### src/rtl/spi_pkg.sv
// Shared types for the oversampled SPI slave: FSM state encoding and the
// clock-mode pair, plus a helper that decides which SCLK level change is
// the sample edge.
package spi_pkg;

  typedef enum logic [1:0] {
    WAIT_IDLE = 2'd0,
    IDLE      = 2'd1,
    ACTIVE    = 2'd2
  } spi_state_t;

  typedef struct packed {
    logic cpol;
    logic cphase;
  } spi_mode_t;

  // Sample edge is a rising SCLK edge for modes 0 and 3, falling for 1 and 2.
  function automatic logic sample_on_rise(spi_mode_t mode);
    return (mode.cpol == mode.cphase);
  endfunction

endpackage

### src/rtl/spi_sync_edge.sv
// N-stage synchroniser for an asynchronous pin followed by a registered
// edge detector. The level output is taken from the same tap as the edge
// pulses, so level and pulse refer to the same sampled transition.
module spi_sync_edge #(
  parameter int   STAGES  = 2,
  parameter logic RST_VAL = 1'b0
) (
  input  logic clk,
  input  logic rst,
  input  logic d,
  output logic q,
  output logic rise,
  output logic fall
);

  logic [STAGES-1:0] sync_q;
  logic              prev_q;
  logic              rise_q;
  logic              fall_q;

  // Synchroniser chain, delayed copy and registered edge pulses.
  always_ff @(posedge clk) begin
    if (rst) begin
      sync_q <= {STAGES{RST_VAL}};
      prev_q <= RST_VAL;
      rise_q <= 1'b0;
      fall_q <= 1'b0;
    end else begin
      sync_q <= {sync_q[STAGES-2:0], d};
      prev_q <= sync_q[STAGES-1];
      rise_q <= sync_q[STAGES-1] & ~prev_q;
      fall_q <= ~sync_q[STAGES-1] & prev_q;
    end
  end

  assign q    = prev_q;
  assign rise = rise_q;
  assign fall = fall_q;

endmodule

### src/rtl/spi_slave_os.sv
// Oversampled SPI slave, fully in the clk domain. SCLK and CS_N are
// synchronised and edge-detected; MOSI is delayed through a chain of matching
// depth so it lines up with the SCLK edge pulse.
//
// Handshakes: tx_data is captured on every cycle where tx_valid && tx_ready;
// tx_ready is high exactly while the holding register is empty, and the
// producer may change tx_data freely while tx_valid is low. rx_valid is a
// one-cycle strobe without back-pressure; rx_data stays stable until the next
// strobe.
module spi_slave_os
  import spi_pkg::*;
#(
  parameter int WIDTH       = 8,
  parameter int CPOL        = 0,
  parameter int CPHA        = 0,
  parameter int MSB_FIRST   = 1,
  parameter int SYNC_STAGES = 2
) (
  input  logic             clk,
  input  logic             rst,
  input  logic             sclk,
  input  logic             cs_n,
  input  logic             mosi,
  output logic             miso,
  output logic             miso_oe,
  input  logic [WIDTH-1:0] tx_data,
  input  logic             tx_valid,
  output logic             tx_ready,
  output logic [WIDTH-1:0] rx_data,
  output logic             rx_valid,
  output logic             tx_underrun,
  output logic             frame_abort,
  output logic             busy
);

  localparam int        CW          = $clog2(WIDTH) + 1;
  localparam logic [CW-1:0] LAST_BIT = CW'(WIDTH - 1);
  localparam spi_mode_t MODE        = '{cpol: (CPOL != 0), cphase: (CPHA != 0)};
  localparam logic      SAMPLE_RISE = sample_on_rise(MODE);
  // Cycles after reset before the synchronised CS_N level is trusted: the
  // synchroniser reset value says "high" even if the pin is held low.
  localparam int        SETTLE      = SYNC_STAGES + 2;
  localparam int        SW          = $clog2(SETTLE + 1);

  spi_state_t        state_q, state_d;
  logic [SW-1:0]     settle_q;
  logic              settled;

  logic              sclk_s, sclk_rise, sclk_fall;
  logic              cs_s, cs_rise, cs_fall;
  logic [SYNC_STAGES:0] mosi_sync_q;
  logic              mosi_s;
  logic              sample_edge, drive_edge;

  logic [CW-1:0]     bit_cnt_q;
  logic [WIDTH-1:0]  rx_sr_q, rx_next;
  logic [WIDTH-1:0]  tx_sr_q, tx_shifted;
  logic [WIDTH-1:0]  hold_q;
  logic              hold_full_q;
  logic              first_word_q;
  logic              unr_armed_q;
  logic [WIDTH-1:0]  rx_data_q;
  logic              rx_valid_q, tx_underrun_q, frame_abort_q;

  logic              do_load, do_sample, do_shift, frame_start, frame_end, do_abort;

  spi_sync_edge #(.STAGES(SYNC_STAGES), .RST_VAL(CPOL != 0)) u_sclk_sync (
    .clk  (clk),
    .rst  (rst),
    .d    (sclk),
    .q    (sclk_s),
    .rise (sclk_rise),
    .fall (sclk_fall)
  );

  spi_sync_edge #(.STAGES(SYNC_STAGES), .RST_VAL(1'b1)) u_cs_sync (
    .clk  (clk),
    .rst  (rst),
    .d    (cs_n),
    .q    (cs_s),
    .rise (cs_rise),
    .fall (cs_fall)
  );

  // MOSI delay chain, one stage longer than the synchroniser to match the edge tap.
  always_ff @(posedge clk) begin
    if (rst) mosi_sync_q <= '0;
    else     mosi_sync_q <= {mosi_sync_q[SYNC_STAGES-1:0], mosi};
  end
  assign mosi_s = mosi_sync_q[SYNC_STAGES];

  // An edge is classified by the level SCLK settled to.
  assign sample_edge = (sclk_rise | sclk_fall) & (sclk_s == SAMPLE_RISE);
  assign drive_edge  = (sclk_rise | sclk_fall) & (sclk_s != SAMPLE_RISE);

  assign settled    = (settle_q == SW'(SETTLE));
  assign rx_next    = (MSB_FIRST != 0) ? {rx_sr_q[WIDTH-2:0], mosi_s}
                                       : {mosi_s, rx_sr_q[WIDTH-1:1]};
  assign tx_shifted = (MSB_FIRST != 0) ? {tx_sr_q[WIDTH-2:0], 1'b0}
                                       : {1'b0, tx_sr_q[WIDTH-1:1]};

  // State register and post-reset settle counter.
  always_ff @(posedge clk) begin
    if (rst) begin
      state_q  <= WAIT_IDLE;
      settle_q <= '0;
    end else begin
      state_q <= state_d;
      if (!settled) settle_q <= settle_q + SW'(1);
    end
  end

  // Next state and per-cycle datapath strobes; a CS_N rise masks any SCLK edge.
  always_comb begin
    state_d     = state_q;
    do_load     = 1'b0;
    do_sample   = 1'b0;
    do_shift    = 1'b0;
    frame_start = 1'b0;
    frame_end   = 1'b0;
    do_abort    = 1'b0;
    case (state_q)
      WAIT_IDLE: if (settled && cs_s) state_d = IDLE;
      IDLE: begin
        if (cs_fall) begin
          state_d     = ACTIVE;
          do_load     = 1'b1;
          frame_start = 1'b1;
        end
      end
      ACTIVE: begin
        if (cs_rise) begin
          state_d   = IDLE;
          frame_end = 1'b1;
          do_abort  = (bit_cnt_q != '0);
        end else if (sample_edge) begin
          do_sample = 1'b1;
        end else if (drive_edge) begin
          if (CPHA == 0) begin
            if (bit_cnt_q == '0) do_load  = 1'b1;
            else                 do_shift = 1'b1;
          end else begin
            if (bit_cnt_q == '0) do_load  = ~first_word_q;
            else                 do_shift = 1'b1;
          end
        end
      end
      default: state_d = WAIT_IDLE;
    endcase
  end

  // Shift registers, bit counter, holding register and status pulses.
  always_ff @(posedge clk) begin
    if (rst) begin
      bit_cnt_q     <= '0;
      rx_sr_q       <= '0;
      tx_sr_q       <= '0;
      hold_q        <= '0;
      hold_full_q   <= 1'b0;
      first_word_q  <= 1'b0;
      unr_armed_q   <= 1'b0;
      rx_data_q     <= '0;
      rx_valid_q    <= 1'b0;
      tx_underrun_q <= 1'b0;
      frame_abort_q <= 1'b0;
    end else begin
      rx_valid_q    <= 1'b0;
      tx_underrun_q <= 1'b0;
      frame_abort_q <= 1'b0;

      if (do_sample) begin
        rx_sr_q <= rx_next;
        if (bit_cnt_q == LAST_BIT) begin
          bit_cnt_q    <= '0;
          rx_data_q    <= rx_next;
          rx_valid_q   <= 1'b1;
          first_word_q <= 1'b0;
        end else begin
          bit_cnt_q <= bit_cnt_q + CW'(1);
        end
        if (unr_armed_q) begin
          tx_underrun_q <= 1'b1;
          unr_armed_q   <= 1'b0;
        end
      end

      if (do_load) begin
        tx_sr_q     <= hold_full_q ? hold_q : '0;
        unr_armed_q <= ~hold_full_q;
      end else if (do_shift) begin
        tx_sr_q <= tx_shifted;
      end

      if (frame_start) begin
        bit_cnt_q    <= '0;
        first_word_q <= 1'b1;
      end

      // Partial word is dropped by clearing the count; any armed underrun
      // belongs to a word that will never be clocked.
      if (frame_end) begin
        bit_cnt_q     <= '0;
        unr_armed_q   <= 1'b0;
        frame_abort_q <= do_abort;
      end

      // A write alongside a load lands in holding, never in the shifter.
      if (tx_valid && !hold_full_q) begin
        hold_q      <= tx_data;
        hold_full_q <= 1'b1;
      end else if (do_load) begin
        hold_full_q <= 1'b0;
      end
    end
  end

  assign busy        = (state_q == ACTIVE);
  assign miso_oe     = busy;
  assign miso        = busy & ((MSB_FIRST != 0) ? tx_sr_q[WIDTH-1] : tx_sr_q[0]);
  assign tx_ready    = ~hold_full_q;
  assign rx_data     = rx_data_q;
  assign rx_valid    = rx_valid_q;
  assign tx_underrun = tx_underrun_q;
  assign frame_abort = frame_abort_q;

endmodule

### config.mk
export PLATFORM = sky130hd
export DESIGN_NAME = spi_slave_os
export DESIGN_NICKNAME = d
export VERILOG_FILES = /design/src/rtl/spi_pkg.sv /design/src/rtl/spi_sync_edge.sv /design/src/rtl/spi_slave_os.sv
export SDC_FILE = /design/constraint.sdc
export NUM_CORES = 1
export LEC_CHECK = 0
export ABC_AREA = 1
export ABC_CLOCK_PERIOD_IN_PS = 2000
export CORE_AREA = 3 3 71 73
export DETAILED_ROUTE_END_ITERATION = 6
export DIE_AREA = 0 0 74 76
export GPL_ROUTABILITY_DRIVEN = 0
export PLACE_DENSITY = 0.76
export SYNTH_ARGS = -nofsm -noshare
export SYNTH_HDL_FRONTEND = slang
export SYNTH_SLANG_ARGS = --single-unit
export TNS_END_PERCENT = 30
### constraint.sdc
create_clock -name clk -period 2 [get_ports clk]
set_clock_uncertainty 0.1 [all_clocks]
set_input_delay 0.4 -clock clk [delete_from_list [all_inputs] [get_ports clk]]
set_output_delay 0.4 -clock clk [all_outputs]
set_load 0.1 [all_outputs]
== Word-level counts from Yosys, hierarchy flattened ==
Index checks and enable logic that the tools add are counted.

* Register bits after elaboration: 58
* Latch bits: 0
* Memory bits (writable): 0
* ROM bits: 0
* Bits of input ports: 14
* Output and inout port bits: 15
* Word-level logic and storage cells: 93
* Memories kept: 0

* Add/sub/neg operators: 2
* Multipliers: 0
* Div/mod/pow operators: 0
* $lt $le $gt $ge: 0
* Equality and inequality tests: 7
* Shift-type cells: 0
* Multiplexer cells: 31
* Bitwise logic cells: 17
* Reductions and logical operators: 15

{| class="wikitable"
|+ Operator list
! kind !! count
|-
| 2-to-1 mux 8 bit || 3
|-
| 2-to-1 mux 1 bit || 22
|-
| NOT 1 bit || 9
|-
| bitwise AND 1 bit || 7
|-
| 2-to-1 mux 2 bit || 3
|-
| case mux 2 bit (3 select lines) || 1
|-
| nonzero test 2 bit || 3
|-
| adder 4 x 1 -> 4 bit (second input constant) || 1
|-
| equality test 4 x 3 -> 1 bit (second input constant) || 1
|-
| zero test 4 bit || 1
|-
| 2-to-1 mux 4 bit || 1
|-
| inequality test 2 x 1 -> 1 bit (second input constant) || 2
|-
| nonzero test 4 bit || 1
|-
| OR reduction 2 bit || 2
|-
| OR reduction 4 bit || 1
|-
| adder 3 x 1 -> 3 bit (second input constant) || 1
|-
| equality test 3 bit (second input constant) || 1
|-
| AND reduction 3 bit || 1
|-
| OR reduction 3 bit || 1
|-
| equality test 2 x 1 -> 1 bit (second input constant) || 1
|-
| equality test 2 bit (second input constant) || 1
|-
| logical AND 1 bit || 2
|-
| zero test 2 bit || 1
|-
| inequality test 2 bit (second input constant) || 1
|-
| 4 further kinds || 4
|}

== Logic depth before layout (Yosys ltp) ==
* Depth after elaboration: 8
* Gate-level depth with buffers: 10
* Mapped depth without buffers: 9

== Hierarchy ==
Synthesis repeated with hierarchy kept, for this count alone.

* Cells, all modules: 308
* Area, all modules: 2,421.1 um^2

{| class="wikitable"
|+ By module, submodules not included
! module !! times used !! cells an instance !! area an instance (um^2) !! sequential area each (um^2)
|-
| spi_slave_os || 1 || 279 || 2,142.1 || 960.9
|-
| spi_sync_edge (u_sclk_sync) || 1 || 15 || 140.1 || 100.1
|-
| spi_sync_edge (u_cs_sync) || 1 || 14 || 138.9 || 100.1
|}

== Worst setup path after synthesis ==
Ideal clock, no wire load.

* Kind: reg-to-output
* From: register state_q[0]
* To: output port miso
* Arrival: 2.013 ns
* Required time: 1.500 ns
* Slack: -0.513 ns
* Cell stages (with the launch flop): 5
* Path buffers: 0
* Path through: dfxtp_1 inv_1 ha_1 nand2_1 inv_1

* Word-level cells in the longest chain between the ends: 2

{| class="wikitable"
|+ RTL lines
! what !! line !! source
|-
| start: declaration || spi_slave_os.sv:45 || <nowiki>spi_state_t state_q, state_d;</nowiki>
|-
| start signal: assignment || spi_slave_os.sv:108 || <nowiki>state_q <= state_d;</nowiki>
|-
| equality test 2 bit || spi_slave_os.sv:217 || <nowiki>assign busy = (state_q == ACTIVE);</nowiki>
|-
| named net busy || spi_slave_os.sv:33 || <nowiki>output logic busy</nowiki>
|-
| bitwise AND 1 bit || spi_slave_os.sv:219 || <nowiki>assign miso = busy & ((MSB_FIRST != 0) ? tx_sr_q[WIDTH-1] : tx_sr_q[0]);</nowiki>
|-
| end: declaration || spi_slave_os.sv:24 || <nowiki>output logic miso,</nowiki>
|}

The timed path passes the listed nets, and every way through them passes these cells.

== Final worst setup path ==
* From: register state_q[0]
* To: output port miso

* Word-level cells in the longest chain between the ends: 2

{| class="wikitable"
|+ RTL lines
! what !! line
|-
| equality test 2 bit || spi_slave_os.sv:217
|-
| bitwise AND 1 bit || spi_slave_os.sv:219
|}

Every way passes these cells.

==> impl_metrics.toml <==
[synth]
syn-num-nets = 341
syn_area_um2 = 2380
ys_ff_latch = 58
avgSynthCellArea_um2 = 7.50
ys_types = 21
yosysWarnings = 0
yosys-top-cells-area = "dfxtp_1 (49%), nor2_1 (11%), nand2_1 (7.9%)"
yosysTopAreaCellShare_pct = 48.7
netlist_instances = 318
yosys.area.top_type = "dfxtp_1"
seq_area_frac_synth_pct = 48.7

[timing]
finalSetupViolCount = 0
post-route-period-util_pct = 93.3
fin_crit_ns = 1.87
maxSlewHeadroom_pct = 77.1
hold_viol = 0
setup_tns_ns = 0
fmax_mhz = 536
fin_hold_ws_ns = 0.301
tightest_slew_ns = 0.344
rsz0062_at_grt = "false"
slew_viol_final = 0

[placed_design]
dp.final_hpwl_um = 3230
portBuffers = 28

[detailed_routing]
ant_nets = 0
drc_errors = 0
wire_per_inst_um = 11.2
drt_iter0_markers = 113
avgViaCountPerCell = 4.94
first_pass_iters = 4
vias = 2009
routed_wl_um = 4550

[grt]
overflow = 0
grt_max_degree = 23
grt_pass1_vias = 1902
antenna_found_initial = 0
grt_pass1_wl_um = 8090
grt_usage_pct = 18.3

[pwr]
powerDensity_nw_per_um2 = 949
leakagePower_nw = 1.39
max-vdd-ir-drop_mv = 0.550

[critical_path]
crit_slowest_cell = "dfxtp_2"
crit_fanout = 6
setup.worst_path.class = "reg2out"
cp-start-kind = "flip-flop"
slowest_delay_ns = 0.35
crit_path_end_kind = "output port"
cp.arrival_ns = 1.37
path_cells = "inv_1 > ha_4 > nand2_1 > clkinvlp_4 > buf_12"
cp_top_family = "buffers and inverters"
worstPathRequired_ns = 1.50
path_buf_inv = 3

[die]
dieArea_um2 = 5620
io_pins = 29
rows = 24
die_x_um = 74
die_h_um = 76
start_util_pct = 54.0
core_um2 = 4410

[clock_network]
clock_latency_ns = 0.33
clock-root-buffer = "clkbuf_8"
clk_pin_slew_ns = 0.06
clkSinkCount = 58
htree_levels = 3
cts_tree = "built"
cts_hold_buffers = 0
cts_buffers = 9
cts.path.max_buffers = 2

[status]
outcome = "complete, no violations"

[finish]
layout.nets = 375
postLayoutCoreUtil_pct = 67.1
area_growth_syn_to_layout_pct = 24.2
mostFrequentLayoutCell = "nor2_1"
antenna-diode-count = 0
drive_above_1_share_pct = 14.4
layout_common_cells = "nor2_1 (67), dfxtp_1 (57), nand2_1 (50), inv_1 (36), o21ai_0 (29)"

[worst_hold_path]
min_path_type = "reg2reg"

[job]
maxCapViolations = 0
## layer usage
layer / routed length, µm / share of wire, % / GRT usage (%) / up-vias
met5: 0 / 0 / 0 / -
met4: 115 / 2.5 / 10.3 / 0
met3: 140 / 3.1 / 4.35 / 10
met2: 2070 / 45 / 28.2 / 32
met1: 2230 / 49 / 23.1 / 900
li1: - / - / - / 1067
## tightest hold or removal path: stages, from the launching register on
cell	delay, ns
dfxtp_1	0.30
inv_1	0.04
nor2_1	0.03
## per-stage QoR
stage / total power [W] / setup WS, ns / instances / instance area [µm²]
after global placement: 0.00177 / 0.251 / 392 / 2760
after floorplan: 0.00163 / 0.197 / 318 / 2400
after CTS: 0.00283 / 0.0611 / 406 / 2950
after detailed placement: 0.00178 / 0.172 / 392 / 2760
final: 0.00281 / 0.134 / 407 / 2960
after global routing: 0.00295 / 0.0173 / 407 / 2960
## timing repair
action / in CTS / in global routing
gates resized for setup: 0 / 1
endpoints found under the setup margin: 0 / 11
hold endpoints to repair: 0 / 0
buffers inserted: 0 / 1
## state kept, by name, indices dropped and copies added (netlist names)
register,flops
hold_q,8
rx_data,8
tx_sr_q,8
rx_sr_q,7
bit_cnt_q,4
mosi_sync_q,3
settle_q,3
state_q,2
u_cs_sync.sync_q,2
u_sclk_sync.sync_q,2
frame_abort,1
hold_full_q,1
rx_valid,1
tx_underrun,1
u_cs_sync.fall,1
u_cs_sync.q,1
u_cs_sync.rise,1
u_sclk_sync.fall,1
u_sclk_sync.q,1
u_sclk_sync.rise,1
unr_armed_q,1
## kinds of logic after synthesis
logic type	synth area share, %
buffers and inverters	9.08
xor gates and xnor gates	0.735
adders and majority gates	4.72
and+or+nand+nor	26.9
DFF	48.7
AOI/OAI and AO/OA	9.86
## report_power, final
group | leakage [nW] | internal, W | total, W | switching, W
Combinational | 0.815 | 0.000188 | 0.000490 | 0.000303
Clock | 0.101 | 0.000624 | 0.00105 | 0.000426
Sequential | 0.473 | 0.00122 | 0.00127 | 0.0000484
## synth_stat cells
library cell and number:
a21oi_1 18, buf_2 2, buf_4 1, buf_6 2, clkbuf_1 7, dfxtp_1 58
ha_1 9, inv_1 37, inv_2 3, nand2_1 50, nand2_2 3, nand3_1 12
nand3_2 2, nand4_1 7, nor2_1 67, nor2_4 2, nor3_1 5, o21ai_0 29
or2_2 2, xnor2_1 1, xor2_1 1
## worst paths after layout
check                                endpoint                              from  slack (ns)  cells past startpoint
max                                      miso           state_q[0]$_SDFFE_PP0P_        0.13                      5
min          u_sclk_sync.sync_q[1]$_SDFF_PP0_  u_sclk_sync.sync_q[0]$_SDFF_PP0_        0.30                      2
max reg2reg           rx_data[0]$_SDFFE_PP0P_           state_q[0]$_SDFFE_PP0P_        0.21                      9
min reg2reg  u_sclk_sync.sync_q[1]$_SDFF_PP0_  u_sclk_sync.sync_q[0]$_SDFF_PP0_        0.30                      2
## cell type report
class	instances	area, µm²
fill	376	1450
sequential	58	1160
multi-input combinational	208	1020
timing repair buffer	35	370
inverter	40	154
clock buffer	11	151
tap	52	65.1
clock inverter	3	40.0
Power figures use the tool's default switching activity.
